## src/rtl/wb_ctrl_pkg.sv

```systemverilog
// Shared definitions for the register-file write-back sequencer:
// op classes, mux select encodings, FSM states and the write-cycle decoder.
package wb_ctrl_pkg;

   typedef enum logic [2:0] {
      OP_NOP   = 3'b000,
      OP_RTYPE = 3'b001,
      OP_ITYPE = 3'b010,
      OP_LOAD  = 3'b011,
      OP_JAL   = 3'b100,
      OP_PUSH  = 3'b101,
      OP_POP   = 3'b110,
      OP_RSVD  = 3'b111
   } op_class_e;

   localparam logic [1:0] WR_RT = 2'b00;
   localparam logic [1:0] WR_RD = 2'b01;
   localparam logic [1:0] WR_RA = 2'b10;  // $31
   localparam logic [1:0] WR_SP = 2'b11;  // $29

   localparam logic [1:0] WD_ALU = 2'b00;
   localparam logic [1:0] WD_MEM = 2'b01;
   localparam logic [1:0] WD_PC  = 2'b10;
   localparam logic [1:0] WD_SP  = 2'b11;

   typedef enum logic [2:0] {
      S_IDLE,
      S_WAIT_MEM,
      S_WRITE1,
      S_WRITE2,
      S_FINISH
   } state_e;

   typedef struct packed {
      logic [1:0] wr_sel;
      logic [1:0] wd_sel;
      logic       sp_dir;
      logic       reg_write;
   } wb_ctl_t;

   // Mux selects and strobe for one write cycle; second selects POP's $29 update.
   // Writes aimed at rt/rd are suppressed when that register is $0.
   function automatic wb_ctl_t write_ctl(input op_class_e op, input logic second,
                                         input logic [4:0] rt, input logic [4:0] rd);
      wb_ctl_t c;
      c = '0;
      case (op)
         OP_RTYPE: begin c.wr_sel = WR_RD; c.wd_sel = WD_ALU; c.reg_write = (rd != 5'd0); end
         OP_ITYPE: begin c.wr_sel = WR_RT; c.wd_sel = WD_ALU; c.reg_write = (rt != 5'd0); end
         OP_LOAD:  begin c.wr_sel = WR_RT; c.wd_sel = WD_MEM; c.reg_write = (rt != 5'd0); end
         OP_JAL:   begin c.wr_sel = WR_RA; c.wd_sel = WD_PC;  c.reg_write = 1'b1; end
         OP_PUSH:  begin c.wr_sel = WR_SP; c.wd_sel = WD_SP;  c.sp_dir = 1'b0; c.reg_write = 1'b1; end
         OP_POP: begin
            if (second) begin
               c.wr_sel = WR_SP; c.wd_sel = WD_SP; c.sp_dir = 1'b1; c.reg_write = 1'b1;
            end else begin
               c.wr_sel = WR_RT; c.wd_sel = WD_MEM; c.reg_write = (rt != 5'd0);
            end
         end
         default: c = '0;
      endcase
      return c;
   endfunction

endpackage

```

## src/rtl/reg_write_ctrl.sv

```systemverilog
// Register-file write-back sequencer: one or two write cycles per instruction,
// with a bounded wait for memory data on LOAD and POP.
module reg_write_ctrl #(
   parameter int TIMEOUT = 16,
   parameter int CW      = 5
) (
   input  logic       clk,
   input  logic       reset,
   input  logic       start,
   input  logic [2:0] op_class,
   input  logic [4:0] rt,
   input  logic [4:0] rd,
   input  logic       mem_ready,
   output logic [1:0] wr_sel,
   output logic [1:0] wd_sel,
   output logic       sp_dir,
   output logic       reg_write,
   output logic       busy,
   output logic       done,
   output logic       error
);
   import wb_ctrl_pkg::*;

   state_e        state, nxt;
   op_class_e     op_q, op_eff;
   logic [4:0]    rt_q, rd_q, rt_eff, rd_eff;
   logic [CW-1:0] cnt;
   logic          err_q, err_nxt;
   wb_ctl_t       ctl_nxt;

   // Outputs are decoded from the next state, so in IDLE the live inputs stand in
   // for the fields that are only captured on this same edge.
   always_comb begin
      // NOTE: every signal gets a default first so no path leaves it unassigned (no latches).
      op_eff  = (state == S_IDLE) ? op_class_e'(op_class) : op_q;
      rt_eff  = (state == S_IDLE) ? rt : rt_q;
      rd_eff  = (state == S_IDLE) ? rd : rd_q;
      nxt     = state;
      err_nxt = err_q;
      ctl_nxt = '0;

      case (state)
         S_IDLE: begin
            err_nxt = 1'b0;
            if (start) begin
               case (op_eff)
                  OP_LOAD, OP_POP: nxt = S_WAIT_MEM;
                  OP_NOP:          nxt = S_FINISH;
                  OP_RSVD: begin
                     nxt     = S_FINISH;
                     err_nxt = 1'b1;
                  end
                  default:         nxt = S_WRITE1;
               endcase
            end
         end
         S_WAIT_MEM: begin
            // Ready is checked first so data arriving on the last allowed cycle still wins.
            if (mem_ready) begin
               nxt = S_WRITE1;
            end else if (cnt == CW'(TIMEOUT)) begin
               nxt     = S_FINISH;
               err_nxt = 1'b1;
            end
         end
         S_WRITE1: nxt = (op_q == OP_POP) ? S_WRITE2 : S_FINISH;
         S_WRITE2: nxt = S_FINISH;
         S_FINISH: begin
            nxt     = S_IDLE;
            err_nxt = 1'b0;
         end
         default:  nxt = S_IDLE;
      endcase

      if (nxt == S_WRITE1)      ctl_nxt = write_ctl(op_eff, 1'b0, rt_eff, rd_eff);
      else if (nxt == S_WRITE2) ctl_nxt = write_ctl(op_eff, 1'b1, rt_eff, rd_eff);
   end

   always_ff @(posedge clk or negedge reset) begin
      if (!reset) begin
         // NOTE: captured fields are reset too; they feed output decode and must never be X.
         state     <= S_IDLE;
         op_q      <= OP_NOP;
         rt_q      <= '0;
         rd_q      <= '0;
         cnt       <= '0;
         err_q     <= 1'b0;
         wr_sel    <= '0;
         wd_sel    <= '0;
         sp_dir    <= 1'b0;
         reg_write <= 1'b0;
         busy      <= 1'b0;
         done      <= 1'b0;
         error     <= 1'b0;
      end else begin
         // NOTE: non-blocking throughout so every register sees pre-edge values.
         state <= nxt;
         err_q <= err_nxt;
         if (state == S_IDLE && start) begin
            op_q <= op_eff;
            rt_q <= rt;
            rd_q <= rd;
         end
         // Held at zero outside WAIT_MEM, so it always enters that state cleared.
         cnt <= (state == S_WAIT_MEM) ? cnt + CW'(1) : '0;

         wr_sel    <= ctl_nxt.wr_sel;
         wd_sel    <= ctl_nxt.wd_sel;
         sp_dir    <= ctl_nxt.sp_dir;
         reg_write <= ctl_nxt.reg_write;
         busy      <= (nxt != S_IDLE);
         done      <= (nxt == S_FINISH);
         error     <= (nxt == S_FINISH) && err_nxt;
      end
   end

endmodule

```

## config.mk

```make
export PLATFORM = sky130hd
export DESIGN_NAME = reg_write_ctrl
export DESIGN_NICKNAME = d
export VERILOG_FILES = /design/src/rtl/wb_ctrl_pkg.sv /design/src/rtl/reg_write_ctrl.sv
export SDC_FILE = /design/constraint.sdc
export NUM_CORES = 1
export LEC_CHECK = 0
export ABC_AREA = 1
export ABC_CLOCK_PERIOD_IN_PS = 1800
export CAP_MARGIN = 10
export CORE_ASPECT_RATIO = 1.25
export CORE_MARGIN = 2
export CORE_UTILIZATION = 42
export DETAILED_ROUTE_END_ITERATION = 10
export MAX_ROUTING_LAYER = met4
export PLACE_DENSITY = 0.64
export RECOVER_POWER = 50
export SETUP_SLACK_MARGIN = 0.02
export SLEW_MARGIN = 20
export SYNTH_ARGS = -nofsm -noshare
export SYNTH_HDL_FRONTEND = slang
export SYNTH_SLANG_ARGS = --single-unit
```

## constraint.sdc

```tcl
create_clock -name clk -period 1.8 [get_ports clk]
set_clock_uncertainty 0.05 [all_clocks]
set_input_delay 0.27 -clock clk [delete_from_list [all_inputs] [get_ports clk]]
set_output_delay 0.27 -clock clk [all_outputs]
set_load 0.01 [all_outputs]
```

; After elaboration in Yosys (flattened, before gate mapping)
; Index checks and enable logic that the tools add are counted.
[word_totals]
ff_bits = 31
latch_bits = 0
ram_bits = 0
romBits = 0
input_bits = 17
output_inout_bits = 9
wordCells = 66
mem_count = 0
[classes]
addsub = 1
multipliers = 0
div = 0
n_lt_le_gt_ge = 0
eq_ne = 16
shifts = 0
muxes = 22
bitwise_logic = 0
n_reduce_logical = 14
[op_table]
columns = cell, count
row1 = 4-bit case mux with 4 select lines, 2
row2 = 3-bit equality test (second input constant), 7
row3 = 3-bit by 2-bit equality test with 1-bit output (second input constant), 6
row4 = 3-bit 2-to-1 mux, 5
row5 = 5-bit 2-to-1 mux, 3
row6 = 6-bit 2-to-1 mux, 2
row7 = 3-bit case mux with 4 select lines, 1
row8 = 5-bit nonzero test, 2
row9 = 2-bit OR reduction, 5
row10 = 1-bit case mux with 3 select lines, 3
row11 = 3-bit by 1-bit equality test with 1-bit output (second input constant), 2
row12 = 3-bit logical NOT, 2
row13 = 3-bit case mux with 2 select lines, 1
row14 = 3-bit OR reduction, 2
row15 = 5-bit by 1-bit adder with 5-bit output (second input constant), 1
row16 = 5-bit equality test (second input constant), 1
row17 = 1-bit 2-to-1 mux, 5
row18 = 3-bit nonzero test, 1
row19 = 1-bit logical AND, 2

; Longest topological paths before layout
[logic_depth]
word_depth = 10
ltp_mapped = 11

; Worst setup path after synthesis
; OpenSTA, ideal clock, no wires.
[synth_timing]
kind = register to register
startpoint = register state[0]
endpoint = register error
arrival_time_ns = 1.258
required_time_ns = 1.631
slack_ns = 0.373
path_stages_with_launch = 10
cell_sequence = dfrtp_1 nor2_4 nand2_4 nand2_1 nand2_1 nand2_1 nand2_1 nand3_1 nand3_2 and2_1
[synth_between]
elab_chain_cells = 9
word_cells_on_any_way = 22
classes_between = 8 x eq/ne / 9 x mux / 5 x reduce/logical
[synth_lines]
columns = element, line_no
row1 = "start, declared", reg_write_ctrl.sv:24  ; state_e state, nxt;
row2 = "start signal, assigned", reg_write_ctrl.sv:97  ; state <= nxt;
row3 = 3-bit logical NOT, "reg_write_ctrl.sv:35, reg_write_ctrl.sv:42"
row4 = 3-bit 2-to-1 mux, reg_write_ctrl.sv:35  ; op_eff = (state == S_IDLE) ? op_class_e'(op_class) : op_q;
row5 = "3-bit equality test, or another cell as far along", reg_write_ctrl.sv:46  ; case (op_eff)
row6 = 2-bit OR reduction (no source line), -
row7 = 3-bit case mux with 2 select lines, reg_write_ctrl.sv:46
row8 = 3-bit 2-to-1 mux, reg_write_ctrl.sv:45  ; if (start) begin
row9 = 3-bit case mux with 4 select lines *, reg_write_ctrl.sv:42  ; case (state)
row10 = via nxt[2], reg_write_ctrl.sv:24
row11 = 3-bit equality test *, reg_write_ctrl.sv:113  ; error <= (nxt == S_FINISH) && err_nxt;
row12 = 1-bit logical AND *, reg_write_ctrl.sv:113
row13 = "end signal, assigned", reg_write_ctrl.sv:113
row14 = "end, declared", reg_write_ctrl.sv:20  ; output logic error
; The timed path passes the listed nets; every way through them passes the cells marked *.
; A chain may end at the register's enable or synchronous reset.

==> results.ini <==
[final_layout]
antenna_cells = 0
final_nets = 234
fillers = 306
drive_above_1_share = 0.0884
fin_area_um2 = 1840
area_growth_pct = 26.0

[critical_path]
cp-start-kind = flop
path_class = reg -> reg
endpoint_kind = flop
critPathArrivalTime_ns = 1.81
critPathLaunch = state[2]$_DFF_PN0_
rr_worst_depth = 11
r2r_start = state[2]$_DFF_PN0_
crit_fanout = 7
cp.required_ns = 1.97

[placed_design]
finalWeightedCongestion = 0.934
portBuffers = 25
dpl_cell_area_um2 = 1750
place_ws_ns = 0.119
dp_hpwl_um = 2310

[timing]
worstMarginPinSlew_ns = 0.725
report.final.slew_viol_count = 0
rsz0062_at_grt = yes
setup_ws_ns = 0.159
period_share = 0.912
max_freq_ghz = 0.609
setup_violations = 0
min_period_ns = 1.64
finalHoldViolations = 0
setup_tns_ns = 0
relSlewSlack = 0.517

[worst_hold_path]
worstHoldStart = rd_q[1]$_DFFE_PN0P_
min_path_cells = 2
min_path_type = reg -> reg

[logic_synthesis]
seq_area_frac_synth = 0.515
syn_avg_cell_area_um2 = 8.02
synth_flop_cell = dfrtp_1
syn_area_um2 = 1460
synth_most_common_cell = nand2_1
synthTopCellsByArea = dfrtp_1, nand2_1, inv_1, nand3_1, o21ai_0
synth_nets = 201
async_flop_share = 1.00
yosys_register_bits = 30
ys_types = 27
netlist.area_leader.share = 0.515
ys_warn_count = 0
synth_top_cell_by_area = dfrtp_1
synth_common_cells = nand2_1, dfrtp_1, inv_1
synthCells = 182
synth-edff-count = 0

[pwr]
vdd_ir_drop_max_mv = 0.767
p_sw_frac = 0.407
pwr-share-seq = 0.379
combPwrFrac = 0.438
finalPower_w = 0.00273
p_int_w = 0.00162
p_clk_frac = 0.183
p_leak_nw = 0.929
switching_power_w = 0.00111
power_density_nw_per_um2 = 1480

[job]
max_cap_violations = 0

[cts]
cts-buffers-inserted = 5
ctsHoldBuffers = 0
cts_setup_buffers = 0
cts_sinks = 30
clock-root-buffer = clkbuf_8
clkLatencyLatePin_ns = 0.28
clk_pin_slew_ns = 0.06
cts_tree = done
cts_resized = 0
clock_path_buffers = 2
cts_max_level = 2

[detailed_routing]
wl_um = 3060
drtIter0Drc = 55
routedWlPerCell_um = 12.1
ant_nets = 0
via_count = 1288
dr.pass1.iters = 4
vias_per_cell = 5.11
route.detailed.drc = 0

[die]
die_w_um = 56.7
rows = 23
die_area_um2 = 3960
initial_core_util = 0.449
boundaryPins = 26
die_y_um = 69.9
core_area_um2 = 3250

[global_route]
grt_overflow = 0
grt_pass1_vias = 1261
grt_usage = 0.178
grt_start_max_net_pins = 31
antenna_found_initial = 0
grt_pass1_wl_um = 5280

[outcome]
status = complete, no violations

## worst max-delay path: stages (launching register included)
cell,delay (ns)
dfrtp_1,0.41
nor2_4,0.24
nand2_4,0.11
inv_2,0.09
nand2_1,0.06
nand2_1,0.12
nand2_1,0.09
nand2_2,0.10
nand3_2,0.08
nand2_1,0.10
nand2_1,0.06
nand2_1,0.06
## routing by layer
metal	vias up	part of all wire	GRT usage	wire, um
met2	35	0.50	0.293	1540
met4	0	0.018	0.0794	54
met1	602	0.43	0.191	1320
li1	645	-	-	-
met3	6	0.047	0.0630	144
met5	-	0	-	0
## final timing paths
check                                      endpoint  slack [ns]
worst max-delay path            wr_sel[0]$_DFF_PN0_        0.16
worst min-delay path            rd_q[1]$_DFFE_PN0P_        0.44
min in group asynchronous          cnt[3]$_DFF_PN0_        0.53
worst max register to register  wr_sel[0]$_DFF_PN0_        0.16
worst min register to register  rd_q[1]$_DFFE_PN0P_        0.44
max in group asynchronous       rt_q[0]$_DFFE_PN0P_        0.71
## area by class of cell
cell class | instances | area (um^2) | share of cell area
timing repair buffer | 28 | 267 | 0.145
clock buffer | 7 | 76.3 | 0.0415
inverter | 22 | 82.6 | 0.0449
tap | 37 | 46.3 | 0.0252
multi-input combinational | 128 | 616 | 0.335
sequential | 30 | 751 | 0.408
## cell families (layout without fill, tap and decap cells)
family | Yosys count | count (layout) | synth area share
XOR/XNOR | 2 | 2 | 0.0120
AO/OA/AOI/OAI | 22 | 22 | 0.0823
adder cells (fa/ha/maj) | 2 | 2 | 0.0171
flip-flops | 30 | 30 | 0.515
AND/OR/NAND/NOR | 101 | 102 | 0.306
buffers and inverters | 25 | 57 | 0.0677
## flip-flops by register name, summed over array words and instances, names as in the netlist
name / cells
error: 1
wd_sel: 2
reg_write: 1
busy: 1
rt_q: 5
rd_q: 5
wr_sel: 1
state: 3
err_q: 1
done: 1
sp_dir: 1
cnt: 5
op_q: 3
## cell usage in the layout (no fill, tap or decap), types with 2 or more instances in the layout
cell type	instances
xor2_1	2
inv_2	3
a21oi_1	4
clkbuf_1	3
clkbuf_8	5
o21ai_0	13
nand2_1	62
nor3_1	3
ha_1	2
dfrtp_1	30
nand3_2	2
nor2_1	13
clkdlybuf4s50_1	24
nand3_1	13
nand2_2	3
inv_1	19
## stage by stage
step	util	hold slack, ns	instances
floorplan	-	-0.0756	182
global placement	0.539	0.412	243
detailed placement	0.539	0.416	243
CTS	0.563	0.339	250
global route	0.565	0.471	252
finish	0.565	0.438	252
## power by group through the flow
stage | clock network (W) | registers, W | logic [W]
6_report | 0.000500 | 0.00103 | 0.00119
5_1_grt | 0.000550 | 0.00107 | 0.00137
4_1_cts | 0.000511 | 0.00104 | 0.00118
3_5_place_dp | 0 | 0.00105 | 0.00117
3_3_place_gp | 0 | 0.00104 | 0.00115
2_1_floorplan | 0 | 0.00105 | 0.000790
(Power assumes the default switching activity.)
